==> src/rtl/i2c_rtc_slave.sv <==
// I2C slave front end for an RTC-style register file: 7-bit addressing,
// pointer byte followed by auto-incrementing writes, or reads from the
// current pointer. Everything runs on sys_clk; SCL/SDA are oversampled.
`timescale 1ns/1ps
module i2c_rtc_slave #(
  parameter logic [6:0] SLAVE_ADDR = 7'h68
) (
  input  logic       i_sys_clk,
  input  logic       i_rst,
  input  logic       i_scl_in,
  input  logic       i_sda_in,
  output logic       o_sda_oe,
  output logic [7:0] o_reg_addr,
  output logic [7:0] o_reg_wdata,
  output logic       o_reg_write,
  input  logic [7:0] i_reg_rdata,
  output logic       o_busy
);

  localparam logic [3:0] S_IDLE      = 4'd0;
  localparam logic [3:0] S_ADDR      = 4'd1;
  localparam logic [3:0] S_ADDR_ACK  = 4'd2;
  localparam logic [3:0] S_PTR       = 4'd3;
  localparam logic [3:0] S_PTR_ACK   = 4'd4;
  localparam logic [3:0] S_WDATA     = 4'd5;
  localparam logic [3:0] S_WDATA_ACK = 4'd6;
  localparam logic [3:0] S_RDATA     = 4'd7;
  localparam logic [3:0] S_RDATA_ACK = 4'd8;
  localparam logic [3:0] S_WAIT_STOP = 4'd9;

  logic       r_scl_s1, r_scl_s2, r_scl_h;
  logic       r_sda_s1, r_sda_s2, r_sda_h;
  logic [3:0] r_state;
  logic [3:0] r_bit_cnt;
  logic [7:0] r_shift;
  logic       r_rw;
  logic       r_sda_oe;
  logic       r_busy;
  logic [7:0] r_reg_addr;
  logic [7:0] r_reg_wdata;
  logic       r_reg_write;

  logic       w_scl_rise, w_scl_fall, w_start, w_stop, w_addr_hit;
  logic [7:0] w_shift_in;

  assign w_scl_rise = r_scl_s2 & ~r_scl_h;
  assign w_scl_fall = ~r_scl_s2 & r_scl_h;
  assign w_start    = r_scl_s2 & r_scl_h & r_sda_h & ~r_sda_s2;
  assign w_stop     = r_scl_s2 & r_scl_h & ~r_sda_h & r_sda_s2;
  assign w_shift_in = {r_shift[6:0], r_sda_s2};
  // General call (address 0) never matches, even if SLAVE_ADDR were set to 0.
  assign w_addr_hit = (r_shift[7:1] == SLAVE_ADDR) && (r_shift[7:1] != 7'h00);

  assign o_sda_oe    = r_sda_oe;
  assign o_busy      = r_busy;
  assign o_reg_addr  = r_reg_addr;
  assign o_reg_wdata = r_reg_wdata;
  assign o_reg_write = r_reg_write;

  // Two-flop synchronizers plus history flop; preset high so reset release looks like an idle bus.
  always_ff @(posedge i_sys_clk or posedge i_rst) begin
    if (i_rst) begin
      r_scl_s1 <= 1'b1;
      r_scl_s2 <= 1'b1;
      r_scl_h  <= 1'b1;
      r_sda_s1 <= 1'b1;
      r_sda_s2 <= 1'b1;
      r_sda_h  <= 1'b1;
    end else begin
      r_scl_s1 <= i_scl_in;
      r_scl_s2 <= r_scl_s1;
      r_scl_h  <= r_scl_s2;
      r_sda_s1 <= i_sda_in;
      r_sda_s2 <= r_sda_s1;
      r_sda_h  <= r_sda_s2;
    end
  end

  // Protocol FSM: START/STOP override bit handling; sample on SCL rise, drive on SCL fall.
  always_ff @(posedge i_sys_clk or posedge i_rst) begin
    if (i_rst) begin
      r_state     <= S_IDLE;
      r_bit_cnt   <= 4'd0;
      r_shift     <= 8'h00;
      r_rw        <= 1'b0;
      r_sda_oe    <= 1'b0;
      r_busy      <= 1'b0;
      r_reg_addr  <= 8'h00;
      r_reg_wdata <= 8'h00;
      r_reg_write <= 1'b0;
    end else begin
      r_reg_write <= 1'b0;
      if (w_start) begin
        r_state   <= S_ADDR;
        r_bit_cnt <= 4'd0;
        r_shift   <= 8'h00;
        r_sda_oe  <= 1'b0;
        r_busy    <= 1'b0;
      end else if (w_stop) begin
        r_state   <= S_IDLE;
        r_bit_cnt <= 4'd0;
        r_sda_oe  <= 1'b0;
        r_busy    <= 1'b0;
      end else begin
        case (r_state)
          S_ADDR, S_PTR, S_WDATA: begin
            if (w_scl_rise && (r_bit_cnt < 4'd8)) begin
              r_shift   <= w_shift_in;
              r_bit_cnt <= r_bit_cnt + 4'd1;
              if ((r_state == S_WDATA) && (r_bit_cnt == 4'd7)) begin
                r_reg_wdata <= w_shift_in;
                r_reg_write <= 1'b1;
              end
            end else if (w_scl_fall && (r_bit_cnt == 4'd8)) begin
              r_bit_cnt <= 4'd0;
              if (r_state == S_ADDR) begin
                if (w_addr_hit) begin
                  r_sda_oe <= 1'b1;
                  r_busy   <= 1'b1;
                  r_rw     <= r_shift[0];
                  r_state  <= S_ADDR_ACK;
                end else begin
                  r_state <= S_WAIT_STOP;
                end
              end else if (r_state == S_PTR) begin
                r_reg_addr <= r_shift;
                r_sda_oe   <= 1'b1;
                r_state    <= S_PTR_ACK;
              end else begin
                r_sda_oe <= 1'b1;
                r_state  <= S_WDATA_ACK;
              end
            end
          end
          S_ADDR_ACK: begin
            if (w_scl_fall) begin
              r_bit_cnt <= 4'd0;
              if (r_rw) begin
                r_shift  <= i_reg_rdata;
                r_sda_oe <= ~i_reg_rdata[7];
                r_state  <= S_RDATA;
              end else begin
                r_sda_oe <= 1'b0;
                r_state  <= S_PTR;
              end
            end
          end
          S_PTR_ACK: begin
            if (w_scl_fall) begin
              r_sda_oe <= 1'b0;
              r_state  <= S_WDATA;
            end
          end
          S_WDATA_ACK: begin
            if (w_scl_fall) begin
              r_sda_oe   <= 1'b0;
              r_reg_addr <= r_reg_addr + 8'd1;
              r_state    <= S_WDATA;
            end
          end
          S_RDATA: begin
            if (w_scl_rise && (r_bit_cnt < 4'd8)) begin
              r_bit_cnt <= r_bit_cnt + 4'd1;
            end else if (w_scl_fall) begin
              if (r_bit_cnt == 4'd8) begin
                r_sda_oe  <= 1'b0;
                r_bit_cnt <= 4'd0;
                r_state   <= S_RDATA_ACK;
              end else begin
                r_shift  <= {r_shift[6:0], 1'b0};
                r_sda_oe <= ~r_shift[6];
              end
            end
          end
          S_RDATA_ACK: begin
            if (w_scl_rise) begin
              if (!r_sda_s2) begin
                // Bump the pointer early so reg_rdata has settled by the 9th fall.
                r_reg_addr <= r_reg_addr + 8'd1;
              end else begin
                r_sda_oe <= 1'b0;
                r_busy   <= 1'b0;
                r_state  <= S_WAIT_STOP;
              end
            end else if (w_scl_fall) begin
              r_shift   <= i_reg_rdata;
              r_sda_oe  <= ~i_reg_rdata[7];
              r_bit_cnt <= 4'd0;
              r_state   <= S_RDATA;
            end
          end
          default: ;
        endcase
      end
    end
  end

endmodule

==> config.mk <==
export PLATFORM = sky130hd
export DESIGN_NAME = i2c_rtc_slave
export DESIGN_NICKNAME = d
export VERILOG_FILES = /design/src/rtl/i2c_rtc_slave.sv
export SDC_FILE = /design/constraint.sdc
export NUM_CORES = 1
export LEC_CHECK = 0
export BUFFER_PORTS_ARGS = -buffer_cell sky130_fd_sc_hd__buf_2
export CAP_MARGIN = 5
export CORE_MARGIN = 2
export CORE_UTILIZATION = 58
export DETAILED_ROUTE_END_ITERATION = 8
export MAX_ROUTING_LAYER = met4
export PLACE_DENSITY = 0.79
export RECOVER_POWER = 25
export SETUP_SLACK_MARGIN = 0.5
export SYNTH_ARGS = -nofsm -noshare
export SYNTH_HDL_FRONTEND = slang
export SYNTH_SLANG_ARGS = --single-unit
==> constraint.sdc <==
create_clock -name i_sys_clk -period 3 [get_ports i_sys_clk]
set_input_delay 0.6 -clock i_sys_clk [delete_from_list [all_inputs] [get_ports i_sys_clk]]
set_output_delay 0.6 -clock i_sys_clk [all_outputs]
set_load 0.05 [all_outputs]
Word-level counts from Yosys, hierarchy flattened:

Index checks and enable logic that the tools add are counted.

* $add $sub $neg: 2
* order comparisons: 1
* eq/ne operators: 45
* multiplexer cells: 74
* bitwise operators: 16
* reduce and logical (&&, ||, !) cells: 20

Operators by type and width (count)
* 8-bit two-way mux: 17
* 4-bit two-way mux: 23
* 4-bit != test (second input constant): 11
* 10-bit AND reduction: 4
* 8-bit one-hot mux with 4 select lines: 1
* 5-bit != test (second input constant): 6
* 1-bit two-way mux: 26
* 3-bit != test (second input constant): 8
* 8-bit one-hot mux with 3 select lines: 1
* 4-bit by 3-bit equality test with 1-bit output (second input constant): 5
* 4-bit one-hot mux with 5 select lines: 1
* 2-bit != test (second input constant): 8
* 4-bit one-hot mux with 4 select lines: 1
* 7-bit AND reduction: 2
* 7-bit nonzero test: 2
* 5-bit AND reduction: 2
* 1-bit NOT: 9
* 8-bit by 1-bit adder with 8-bit output (second input constant): 1
* 4-bit by 2-bit equality test with 1-bit output (second input constant): 2
* 4-bit equality test (second input constant): 2
* 1-bit bitwise AND: 7
* 7-bit equality test (second input constant): 1
* 6-bit nonzero test: 1
* 1-bit one-hot mux with 5 select lines: 1
* other kinds (13): 16

* register bits after elaboration: 42
* input bits: 12
* output and inout bits: 19
* logic and storage cells: 173

Longest topological paths before layout:

Gate-level depths: netlist (run 1).

* depth in word-level cells: 9
* gate-level depth with buffers: 9
* mapped depth without buffers: 8

Worst setup path after synthesis (run 1):

No wires, ideal clock.

* path kind: reg2reg
* from: reg r_scl_s2
* to: reg r_shift[0]
* arrival time: 2.006 ns
* required time: 2.853 ns
* slack: 0.847 ns
* stages on the path, launching flop included: 8
* buffers on the path: 0
* cell sequence: dfstp_2 -> ha_1 -> nor2b_1 -> a211oi_1 -> o21ai_1 -> nand4_4 -> nor2_2 -> a221oi_2

* word-level cells in the longest chain between the ends: 5
* elaborated cells on any way between the ends: 21

RTL lines
* from (decl): RTL line 31 `logic r_scl_s1, r_scl_s2, r_scl_h;`
* from (signal assigned): RTL line 71 `r_scl_s2 <= r_scl_s1;`
* 1-bit bitwise AND: RTL line 48, 49
* 1-bit bitwise AND (on tied branches) (2 in series): RTL line 48, 49
* 3-bit != test (no source line) (tied with other cells)
* 10-bit AND reduction (no source line)
* to (signal assigned): RTL line 108 `r_shift <= w_shift_in;`
* to (signal assigned): RTL line 139 `r_shift <= i_reg_rdata;`
* to (signal assigned): RTL line 170 `r_shift <= {r_shift[6:0], 1'b0};`
* to (decl): RTL line 35 `logic [7:0] r_shift;`

Parallel ways exist; a longest one is shown, timed or not.
A chain may end at the register's enable or synchronous reset.

Final worst setup path (run 1):

* from: reg r_sda_s2
* to: reg r_reg_wdata[7], in the netlist o_reg_wdata[7]

* word-level cells in the longest chain between the ends: 4
* elaborated cells on any way between the ends: 6

RTL lines
* from (decl): RTL line 32 `logic r_sda_s1, r_sda_s2, r_sda_h;`
* from (signal assigned): RTL line 74 `r_sda_s2 <= r_sda_s1;`
* 1-bit NOT: RTL line 48 `assign w_start = r_scl_s2 & r_scl_h & r_sda_h & ~r_sda_s2;`
* 1-bit bitwise AND: RTL line 48
* 1-bit NOT (no source line)
* 5-bit AND reduction (no source line) *
* to (signal assigned): RTL line 111 `r_reg_wdata <= w_shift_in;`
* to (decl): RTL line 40 `logic [7:0] r_reg_wdata;`

Mark *: on every way between the ends. The rest lies on a longest branch, timed or not.

==> results of run 1 <==
final cells by class:
class / instances / area share
multi-input cells: 200 / 0.487
repair buffers: 35 / 0.0632
clock inverters: 3 / 0.0164
flip-flops and latches: 42 / 0.357
clock buffers: 5 / 0.0232
well taps: 52 / 0.0219
inverters: 25 / 0.0316
critical path, delay by kind of cell, from the launching register on:
family / cells / cell delay (ns)
XOR/XNOR: 1 / 0.12
buffers and inverters: 1 / 0.21
flip-flops: 1 / 0.73
multiplexers: 1 / 0.39
AND/OR/NAND/NOR: 2 / 0.80
per-layer routing:
layer  wire [um]  share of wire  global-route usage  up-vias
met5           0              0                   -        -
met4         123          0.020               0.101        0
met3         340          0.056              0.0450       15
met2        2740           0.45               0.367       87
met1        2920           0.48               0.386     1073
li1            -              -                   -     1082
power by group:
| group | internal (W) | switching [W] |
|---|---|---|
| clock network | 0.000254 | 0.000220 |
| registers | 0.000725 | 0.000260 |
| logic | 0.000618 | 0.000959 |
repair_timing:
item	4_1_cts	5_1_grt
setup buffers	0	1
setup endpoints to repair	8	8
pin swaps	0	1
endpoints found under the hold margin	0	0
resized for setup	2	4
how the worst min path moves through the flow:
stage                         from        to  depth (start not counted)
final                     r_scl_s1  r_scl_s2                          0
after global routing      r_scl_s1  r_scl_s2                          0
after CTS                 r_scl_s1  r_scl_s2                          0
after detailed placement  r_scl_s1  r_scl_s2                          0
after global placement    r_sda_s1  r_sda_s2                          0
after floorplan           r_scl_s1  r_scl_s2                          0
stage by stage:
stage	util	std cells	setup slack, ns
floorplan	-	276	0.847
global placement	0.649	353	0.649
detailed placement	0.649	353	0.458
CTS	0.678	361	0.559
global route	0.682	362	0.431
finish	0.682	362	0.630
Yosys cell counts, types with 6 or more instances:
| library cell | count | share of area |
|---|---|---|
| sky130_fd_sc_hd__nand2_1 | 27 | 0.039 |
| sky130_fd_sc_hd__ha_1 | 6 | 0.029 |
| sky130_fd_sc_hd__o21ai_0 | 17 | 0.032 |
| sky130_fd_sc_hd__nand3_1 | 9 | 0.017 |
| sky130_fd_sc_hd__inv_1 | 23 | 0.033 |
| sky130_fd_sc_hd__nor3_1 | 6 | 0.011 |
| sky130_fd_sc_hd__nor2_1 | 13 | 0.019 |
| sky130_fd_sc_hd__nand2b_1 | 7 | 0.017 |
| sky130_fd_sc_hd__a21oi_1 | 13 | 0.025 |
| sky130_fd_sc_hd__dfrtp_1 | 36 | 0.34 |
| sky130_fd_sc_hd__mux2_2 | 9 | 0.039 |
| sky130_fd_sc_hd__buf_2 | 6 | 0.011 |
| sky130_fd_sc_hd__a221oi_2 | 8 | 0.046 |
| sky130_fd_sc_hd__nor2b_1 | 8 | 0.019 |
| sky130_fd_sc_hd__mux2i_1 | 13 | 0.049 |
| sky130_fd_sc_hd__dfstp_2 | 6 | 0.060 |
sequential cells by signal (all words and copies together), names as in the netlist, 4 cells and up:
register and flops:
o_reg_addr 8, o_reg_wdata 8, r_bit_cnt 4, r_shift 8, r_state 4
kinds of logic after synthesis:
kind of cell | synth area share
XOR/XNOR | 0.00333
multiplexers | 0.0880
AND/OR/NAND/NOR | 0.197
buffers and inverters | 0.0542
AO/OA/AOI/OAI | 0.226
flip-flops | 0.402
adder cells (fa/ha/maj) | 0.0285
==> run summary, run 1 <==
result of the run = completed
Post-DP HPWL = 4380 um
number of standard cells after synthesis = 276
Num CTS Buffers = 5
combined area of the multi-input logic cells = 1450 um2
setup-violating endpoint count in the final report = 0
fraction of layout instances using a drive strength above 1 = 0.255
clock latency on the worst-skew pair = 0.31 ns
via count of the first global-routing pass = 2112
sort of element at the end of the critical path = flop
Min Clock Period, post-route = 2.37 ns
most frequent standard cell in the layout excluding fill and tap cells = sky130_fd_sc_hd__dfrtp_1
count of endpoints failing hold in the final timing report = 0
fraction of registers with async set or reset after synthesis = 1.00
Post-Syn Area per Cell = 9.53 um2
length of the first detailed-routing pass in iterations = 5
number of H-tree branching levels = 2
residual overflow from global routing = 0
core region area = 4350 um2
endpoint of the most critical register-to-register path = o_reg_wdata[7]
vertical die dimension = 71.4 um
growth of design area from synthesis to finish = 12.9%
Most used DFF post-synth = sky130_fd_sc_hd__dfrtp_1
Boundary Pins = 31
final non-filler cell area = 2970 um2
number of distinct standard cells referenced by the synthesized netlist = 55
worst hold-check path type = flop to flop
Layout Nets = 327
areal power density over the cells = 1020 nW/um2
initial antenna violation count = 0
max-slew headroom at the worst pin = 0.533
Clock Tree Buf Depth = 2
pin count of the biggest net entering global routing = 43
sequential cell area fraction in the yosys report = 0.402
largest fanout on the critical path = 10
starting density of the core = 0.604
post-DR wirelength/cell = 16.9 um
vias per std cell = 6.23
slack of the worst reg-to-reg path = 0.63 ns
number of buffers added to fix hold violations after cts = 0
number of port buffers = 30
share of the clock period used by the worst path after layout = 0.790
required time at the endpoint of the critical path = 3.19 ns
yosys synthesis warning count = 0
Antenna Cells = 0
Iteration-0 DRC Markers = 273
worst reg2reg path depth = 5
global-route usage over all layers = 0.264
top library cells by usage in the layout, fill and taps aside = sky130_fd_sc_hd__dfrtp_1, sky130_fd_sc_hd__buf_2, sky130_fd_sc_hd__nand2_1
#FFs+latches synth = 42
clock skew after layout = 0.0126 ns
startpoint type of the worst setup path = flop
area of the mapped netlist = 2630 um2
Root Buffer = sky130_fd_sc_hd__clkbuf_8
R2R Path Start = r_sda_s2
master of the slowest instance on the critical path = sky130_fd_sc_hd__dfstp_1
aggregate routed wire length = 6120 um
CP startpoint = r_sda_s2
post-place instance area = 2830 um2
Peak Freq = 0.422 GHz
final-layout worst hold slack = 0.368 ns
startpoint-to-endpoint class of the critical path = flop to flop
Die Wd = 71.4 um
clock tree from TritonCTS = built
clock input transition at the sequential cells of the worst setup and hold paths = 0.08 ns
Antenna Violating Nets Remaining = 0
combined flip-flop and latch cell area = 1060 um2
area of the die = 5090 um2
Tightest Pin Transition = 0.700 ns
Fin Setup TNS = 0 ns
syn nets = 294
unrepaired setup endpoints after global routing = no
Filler cells = 365
global-route wire length before repair = 10300 um
number of synthesized flops with an enable pin = 0
VDD IR-drop max = 0.455 mV
total clock sinks = 42
Post-route DRC = 0
Crit path largest cell delay = 0.73 ns
total number of vias = 2257
Cell Chain, Critical Path = xor2_1 -> nand2_1 -> inv_1 -> nor3_4 -> mux2_2
leakage power summed over all cells = 1.40 nW
end point of the critical path = o_reg_wdata[7]
total chip power = 0.00304 W
final weighted congestion of routability-driven global placement = 0.942
arrival time at the worst endpoint = 2.56 ns
number of max-slew violations in the final report = 0
Site Rows = 24
maximum capacitance violations = 0
No activity file was read; power rests on OpenSTA's default activity.
==> inputs of run 2 (changes only) <==
- CORE_UTILIZATION: 58 -> 53
- PLACE_DENSITY: 0.79 -> 0.76
- clock period: 3 -> 2.1 ns (I/O delays scaled with it)
==> run summary, run 2 (synthesis gave the netlist of run 1 again) <==
Boundary Pins = 31 (unchanged)
combined area of the multi-input logic cells = 1730 um2 (was 1450 um2)
switching power = 0.00257 W (was 0.00144 W)
Num CTS Buffers = 5 (unchanged)
Antenna Cells = 0 (unchanged)
sort of element at the end of the critical path = flop (unchanged)
leakage power summed over all cells = 1.79 nW (was 1.40 nW)
combined flip-flop and latch cell area = 1060 um2 (about the same)
R2R Path Start = r_state[1] (was r_sda_s2)
Cell Chain, Critical Path = buf_6 -> buf_8 -> nand2b_4 -> a21boi_1 -> o31ai_2 -> or3b_1 -> or3_1 -> o22ai_1 (was xor2_1 -> nand2_1 -> inv_1 -> nor3_4 -> mux2_2)
met3 WL post-DR = 570 um (was 340 um)
largest fanout on the critical path = 8 (was 10)
number of buffers added to fix hold violations after cts = 0 (unchanged)
vertical die dimension = 74.5 um (was 71.4 um)
max-slew headroom at the worst pin = 0.293 (was 0.533)
areal power density over the cells = 1450 nW/um2 (was 1020 nW/um2)
total clock sinks = 42 (unchanged)
initial antenna violation count = 0 (unchanged)
clock skew after layout = 0.0128 ns (was 0.0126 ns)
Site Rows = 25 (was 24)
required time at the endpoint of the critical path = 2.33 ns (was 3.19 ns)
growth of design area from synthesis to finish = 45.9% (was 12.9%)
proportion of total power due to net switching = 0.461 (was 0.474)
most frequent standard cell in the layout excluding fill and tap cells = sky130_fd_sc_hd__buf_4 (was sky130_fd_sc_hd__dfrtp_1)
global-route usage over all layers = 0.303 (was 0.264)
post-place instance area = 3160 um2 (was 2830 um2)
violations in the final reports = negative setup slack
Reg power frac = 0.230 (was 0.324)
core region area = 4750 um2 (was 4350 um2)
Tightest Pin Transition = 1.06 ns (was 0.700 ns)
detailed-routing wirelength on met1 = 3510 um (was 2920 um)
CP startpoint = r_state[1] (was r_sda_s2)
Crit path largest cell delay = 0.43 ns (was 0.73 ns)
Fin Setup TNS = -0.0445 ns (was 0 ns)
total number of vias = 2687 (was 2257)
clock tree from TritonCTS = built (unchanged)
vias per std cell = 6.18 (was 6.23)
top library cells by usage in the layout, fill and taps aside = sky130_fd_sc_hd__buf_4, sky130_fd_sc_hd__dfrtp_1, sky130_fd_sc_hd__buf_2 (was sky130_fd_sc_hd__dfrtp_1, sky130_fd_sc_hd__buf_2, sky130_fd_sc_hd__nand2_1)
Min Clock Period, post-route = 2.14 ns (was 2.37 ns)
Clock Tree Buf Depth = 2 (unchanged)
residual overflow from global routing = 0 (unchanged)
via count of the first global-routing pass = 2470 (was 2112)
uppermost routed layer = met4 (unchanged)
arrival time at the worst endpoint = 2.38 ns (was 2.56 ns)
internal power = 0.00301 W (was 0.00160 W)
master of the slowest instance on the critical path = sky130_fd_sc_hd__dfrtp_2 (was sky130_fd_sc_hd__dfstp_1)
Antenna Violating Nets Remaining = 0 (unchanged)
VDD IR-drop max = 0.684 mV (was 0.455 mV)
startpoint type of the worst setup path = flop (unchanged)
global-route wire length before repair = 12200 um (was 10300 um)
share of the clock period used by the worst path after layout = 1.02 (was 0.790)
pin count of the biggest net entering global routing = 43 (unchanged)
starting density of the core = 0.553 (was 0.604)
aggregate routed wire length = 8510 um (was 6120 um)
worst hold-check path type = input pin to flop (was flop to flop)
result of the run = finished, violations left (was completed)
fraction of layout instances using a drive strength above 1 = 0.500 (was 0.255)
count of endpoints failing hold in the final timing report = 0 (unchanged)
Die Wd = 74.5 um (was 71.4 um)
area of the die = 5540 um2 (was 5090 um2)
maximum capacitance violations = 0 (unchanged)
post-DR wirelength/cell = 19.6 um (was 16.9 um)
number of port buffers = 30 (unchanged)
Peak Freq = 0.466 GHz (was 0.422 GHz)
setup-violating endpoint count in the final report = 1 (was 0)
startpoint-to-endpoint class of the critical path = flop to flop (unchanged)
number of H-tree branching levels = 2 (unchanged)
kind of cell with the highest combined delay on the critical path = simple AND/OR/NAND/NOR gates (unchanged)
Gate power share = 0.645 (was 0.519)
met2 wire len = 4100 um (was 2740 um)
clock input transition at the sequential cells of the worst setup and hold paths = 0.10 ns (was 0.08 ns)
Post-DP HPWL = 4790 um (was 4380 um)
length of the first detailed-routing pass in iterations = 4 (was 5)
final non-filler cell area = 3840 um2 (was 2970 um2)
worst setup slack after layout = -0.0445 ns (was 0.630 ns)
hold path startpoint = i_scl_in (was r_scl_s1)
clock latency on the worst-skew pair = 0.31 ns (about the same)
Iteration-0 DRC Markers = 202 (was 273)
part of the power in the clock network = 0.125 (was 0.156)
Post-route DRC = 0 (unchanged)
unrepaired setup endpoints after global routing = yes (was no)
number of max-slew violations in the final report = 0 (unchanged)
combined buffer and inverter count along the critical path = 2 (was 1)
final weighted congestion of routability-driven global placement = 0.932 (was 0.942)
total chip power = 0.00558 W (was 0.00304 W)
Filler cells = 284 (was 365)
Layout Nets = 385 (was 327)
Root Buffer = sky130_fd_sc_hd__clkbuf_8 (unchanged)
==> run 2: cell types whose count changed in the layout (fill, tap and decap cells not counted), sizes merged <==
cell / previous run / this run
buf: 35 / 91
clkbuf: 5 / 7
inv: 25 / 24
clkinv: 1 / 2
==> run 2: power by group through the flow <==
stage / clock network (W) / registers, W / logic, W
2_1_floorplan: 0 / 0.00153 / 0.00174
3_3_place_gp: 0 / 0.00130 / 0.00263
3_5_place_dp: 0 / 0.00131 / 0.00267
4_1_cts: 0.000693 / 0.00127 / 0.00316
5_1_grt: 0.000745 / 0.00131 / 0.00378
6_report: 0.000697 / 0.00128 / 0.00360
==> run 2: what timing repair did <==
action	CTS	global route
setup buffers	24	8
hold endpoints to repair	0	0
cloned	2	0
setup endpoints to repair	36	36
resized for setup	39	25
pin swaps	13	13
==> run 2: worst paths after layout <==
path                              end  slack, ns  depth (start not counted)
setup / recovery             o_sda_oe      -0.04                          8
setup reg to reg             o_sda_oe      -0.04                          8
min in group asynchronous    o_sda_oe       0.42                          3
hold reg to reg              r_scl_s2       0.36                          0
max in group asynchronous  r_state[0]       0.95                          3
hold / removal               r_scl_s1       0.21                          1
==> run 2: routing by layer <==
metal / global-route usage / vias to the layer above
met5: - / -
met2: 0.486 / 160
met4: 0.0972 / 0
met1: 0.399 / 1297
li1: - / 1193
met3: 0.0434 / 37
==> run 2: layout make-up <==
| class | count | area share |
|---|---|---|
| Tap cell | 67 | 0.0218 |
| Sequential cell | 42 | 0.277 |
| Clock buffer | 5 | 0.0179 |
| Inverter | 25 | 0.0257 |
| Timing Repair Buffer | 93 | 0.195 |
| Multi-Input combinational cell | 200 | 0.450 |
| Clock inverter | 3 | 0.0127 |
==> run 2: stage by stage <==
step	instances	util	hold WS, ns	worst slack [ns]
finish	435	0.807	0.213	-0.0445
global route	435	0.807	0.195	-0.139
CTS	427	0.774	0.204	0.0556
detailed placement	393	0.664	0.348	0.0286
global placement	393	0.664	0.347	0.0487
floorplan	276	-	0.345	0.133
==> inputs of run 3 (changes only) <==
- ABC_AREA: default -> 1
- CORE_UTILIZATION: 53 -> 54
- PLACE_DENSITY: 0.76 -> 0.77
==> run summary, run 3 <==
result of the run = completed (was finished, violations left)
residual overflow from global routing = 0 (unchanged)
number of synthesized flops with an enable pin = 0 (unchanged)
maximum capacitance violations = 0 (unchanged)
Die Wd = 78.1 um (was 74.5 um)
aggregate routed wire length = 9850 um (was 8510 um)
number of max-slew violations in the final report = 0 (unchanged)
fraction of layout instances using a drive strength above 1 = 0.428 (was 0.500)
clock input transition at the sequential cells of the worst setup and hold paths = 0.08 ns (was 0.10 ns)
setup-violating endpoint count in the final report = 0 (was 1)
fraction of synthesized cell area taken by the top area cell type = 0.304 (was 0.342)
Antenna Cells = 0 (unchanged)
vertical die dimension = 78.1 um (was 74.5 um)
sort of element at the end of the critical path = flop (unchanged)
number of H-tree branching levels = 2 (unchanged)
cell type with the largest total area after synthesis = sky130_fd_sc_hd__dfrtp_1 (unchanged)
area of the mapped netlist = 2970 um2 (was 2630 um2)
required time at the endpoint of the critical path = 2.31 ns (was 2.33 ns)
Tightest Pin Transition = 1.08 ns (was 1.06 ns)
master of the slowest instance on the critical path = sky130_fd_sc_hd__dfstp_1 (was sky130_fd_sc_hd__dfrtp_2)
final non-filler cell area = 4080 um2 (was 3840 um2)
Synth area leaders = sky130_fd_sc_hd__dfrtp_1, sky130_fd_sc_hd__nand2_1, sky130_fd_sc_hd__nand3_1, sky130_fd_sc_hd__dfstp_2, sky130_fd_sc_hd__nor2_1 (was sky130_fd_sc_hd__dfrtp_1, sky130_fd_sc_hd__dfstp_2, sky130_fd_sc_hd__mux2i_1, sky130_fd_sc_hd__a221oi_2, sky130_fd_sc_hd__mux2_2)
final weighted congestion of routability-driven global placement = 0.976 (was 0.932)
startpoint-to-endpoint class of the critical path = flop to flop (unchanged)
Cell Chain, Critical Path = ha_4 -> nand2_4 -> nor2_8 -> nor2_4 -> nand3_2 -> buf_4 -> nand2_1 -> nor2_1 -> nand3_1 -> nand2_1 -> nand2_1 (was buf_6 -> buf_8 -> nand2b_4 -> a21boi_1 -> o31ai_2 -> or3b_1 -> or3_1 -> o22ai_1)
Post-route DRC = 0 (unchanged)
most common library cells after synthesis = sky130_fd_sc_hd__nand2_1, sky130_fd_sc_hd__nor2_1, sky130_fd_sc_hd__nand3_1, sky130_fd_sc_hd__dfrtp_1, sky130_fd_sc_hd__inv_1 (was sky130_fd_sc_hd__dfrtp_1, sky130_fd_sc_hd__nand2_1, sky130_fd_sc_hd__inv_1, sky130_fd_sc_hd__o21ai_0)
Most used DFF post-synth = sky130_fd_sc_hd__dfrtp_1 (unchanged)
area of the die = 6110 um2 (was 5540 um2)
syn nets = 434 (was 294)
Peak Freq = 0.517 GHz (was 0.466 GHz)
clock skew after layout = 0.00902 ns (was 0.0128 ns)
post-DR wirelength/cell = 17.1 um (was 19.6 um)
sequential cell area fraction in the yosys report = 0.357 (was 0.402)
kind of cell with the highest combined delay on the critical path = simple AND/OR/NAND/NOR gates (unchanged)
number of distinct standard cells referenced by the synthesized netlist = 32 (was 55)
Post-DP HPWL = 5520 um (was 4790 um)
total clock sinks = 42 (unchanged)
Root Buffer = sky130_fd_sc_hd__clkbuf_8 (unchanged)
most frequent standard cell in the layout excluding fill and tap cells = sky130_fd_sc_hd__nand2_1 (was sky130_fd_sc_hd__buf_4)
post-place instance area = 3220 um2 (was 3160 um2)
combined buffer and inverter count along the critical path = 1 (was 2)
worst setup slack after layout = 0.167 ns (was -0.0445 ns)
clock latency on the worst-skew pair = 0.31 ns (about the same)
Post-Syn Area per Cell = 7.13 um2 (was 9.53 um2)
most used cell along the critical path = sky130_fd_sc_hd__nand2_1
yosys synthesis warning count = 0 (unchanged)
worst hold-check path type = input pin to flop (unchanged)
Site Rows = 26 (was 25)
Finished Layout Cells = 577 (was 435)
vias per std cell = 5.72 (was 6.18)
global-route usage over all layers = 0.304 (was 0.303)
Crit path largest cell delay = 0.67 ns (was 0.43 ns)
number of standard cells after synthesis = 416 (was 276)
largest fanout on the critical path = 5 (was 8)
arrival time at the worst endpoint = 2.14 ns (was 2.38 ns)
max-slew headroom at the worst pin = 0.278 (was 0.293)
VDD IR-drop max = 0.716 mV (was 0.684 mV)
startpoint type of the worst setup path = flop (unchanged)
Post-Place Setup Slack = 0.103 ns (was 0.0286 ns)
Clock Tree Buf Depth = 2 (unchanged)
fraction of registers with async set or reset after synthesis = 1.00 (unchanged)
core region area = 5200 um2 (was 4750 um2)
number of buffers added to fix hold violations after cts = 0 (unchanged)
length of the first detailed-routing pass in iterations = 5 (was 4)
pin count of the biggest net entering global routing = 43 (unchanged)
Layout Nets = 524 (was 385)
clock tree from TritonCTS = built (unchanged)
Min Clock Period, post-route = 1.93 ns (was 2.14 ns)
number of port buffers = 30 (unchanged)
Boundary Pins = 31 (unchanged)
share of the clock period used by the worst path after layout = 0.921 (was 1.02)
total number of vias = 3300 (was 2687)
unrepaired setup endpoints after global routing = yes (unchanged)
#FFs+latches synth = 42 (unchanged)
Fin Setup TNS = 0 ns (was -0.0445 ns)
most frequently used cell type in the post-synthesis netlist = sky130_fd_sc_hd__nand2_1 (was sky130_fd_sc_hd__dfrtp_1)
areal power density over the cells = 1340 nW/um2 (was 1450 nW/um2)
top library cells by usage in the layout, fill and taps aside = sky130_fd_sc_hd__nand2_1, sky130_fd_sc_hd__buf_4, sky130_fd_sc_hd__nor2_1 (was sky130_fd_sc_hd__buf_4, sky130_fd_sc_hd__dfrtp_1, sky130_fd_sc_hd__buf_2)
Antenna Violating Nets Remaining = 0 (unchanged)
growth of design area from synthesis to finish = 37.5% (was 45.9%)
global-route wire length before repair = 14100 um (was 12200 um)
total placed cells including tap cells = 513 (was 393)
initial antenna violation count = 0 (unchanged)
leakage power summed over all cells = 2.08 nW (was 1.79 nW)
Num CTS Buffers = 5 (unchanged)
via count of the first global-routing pass = 2928 (was 2470)
Iteration-0 DRC Markers = 331 (was 202)
count of endpoints failing hold in the final timing report = 0 (unchanged)
starting density of the core = 0.570 (was 0.553)
[run 3: worst paths after layout]
| kind | from | endpoint | slack, ns | cells past startpoint |
|---|---|---|---|---|
| max | r_scl_s2 | o_sda_oe | 0.17 | 11 |
| min | i_scl_in | r_scl_s1 | 0.21 | 1 |
| max reg2reg | r_scl_s2 | o_sda_oe | 0.17 | 11 |
| min reg2reg | r_sda_s1 | r_sda_s2 | 0.36 | 0 |
| max in group asynchronous | i_rst | o_reg_addr[1] | 0.94 | 3 |
| min in group asynchronous | i_rst | r_state[0] | 0.44 | 3 |
[run 3: cell type report]
type,count,area (um2)
flip-flops and latches,42,1060
well taps,70,87.6
clock inverters,1,8.76
multi-input cells,332,2040
clock buffers,7,86.3
fillers,328,1120
inverters,39,154
repair buffers,86,643
[run 3: cells by family (layout without fill, tap and decap cells)]
family / Yosys count / count (layout) / share of synthesized area
compound gates: 40 / 40 / 0.0885
xor+xnor: 4 / 4 / 0.0118
fa+ha+maj: 6 / 6 / 0.0253
buf+inv: 45 / 133 / 0.0687
flops: 42 / 42 / 0.357
simple gates: 279 / 282 / 0.449
[run 3: repair_timing]
| action | in CTS | in global routing |
|---|---|---|
| setup buffers | 29 | 24 |
| pin swaps | 29 | 43 |
| endpoints found under the setup margin | 36 | 36 |
| cloned | 3 | 0 |
| gates resized for setup | 39 | 52 |
[run 3: worst register-to-register path, stage by stage (launching register included)]
cell                      delay [ns]
sky130_fd_sc_hd__dfstp_1        0.67
sky130_fd_sc_hd__ha_4           0.27
sky130_fd_sc_hd__nand2_4        0.08
sky130_fd_sc_hd__nor2_8         0.12
sky130_fd_sc_hd__nor2_4         0.10
sky130_fd_sc_hd__nand3_2        0.11
sky130_fd_sc_hd__buf_4          0.12
sky130_fd_sc_hd__nand2_1        0.06
sky130_fd_sc_hd__nor2_1         0.10
sky130_fd_sc_hd__nand3_1        0.08
sky130_fd_sc_hd__nand2_1        0.08
sky130_fd_sc_hd__nand2_1        0.04
[run 3: power by group]
part | switching, W | internal (W)
Sequential | 0.000272 | 0.00105
Combinational | 0.00236 | 0.00122
Clock | 0.000305 | 0.000272
Total | 0.00294 | 0.00254
[run 3: per-stage QoR]
step	hold slack [ns]	utilization	power (W)
final	0.209	0.784	0.00548
after global routing	0.200	0.784	0.00585
after CTS	0.203	0.714	0.00491
after detailed placement	0.347	0.618	0.00407
after global placement	0.346	0.618	0.00402
after floorplan	0.345	-	0.00349
[run 3: layer usage]
layer | up-vias | wire length, um | global-route usage | part of all wire
li1 | 1516 | - | - | -
met1 | 1540 | 3830 | 0.393 | 0.39
met2 | 181 | 4730 | 0.487 | 0.48
met4 | 0 | 534 | 0.125 | 0.054
met5 | - | 0 | - | 0
met3 | 63 | 753 | 0.0402 | 0.076
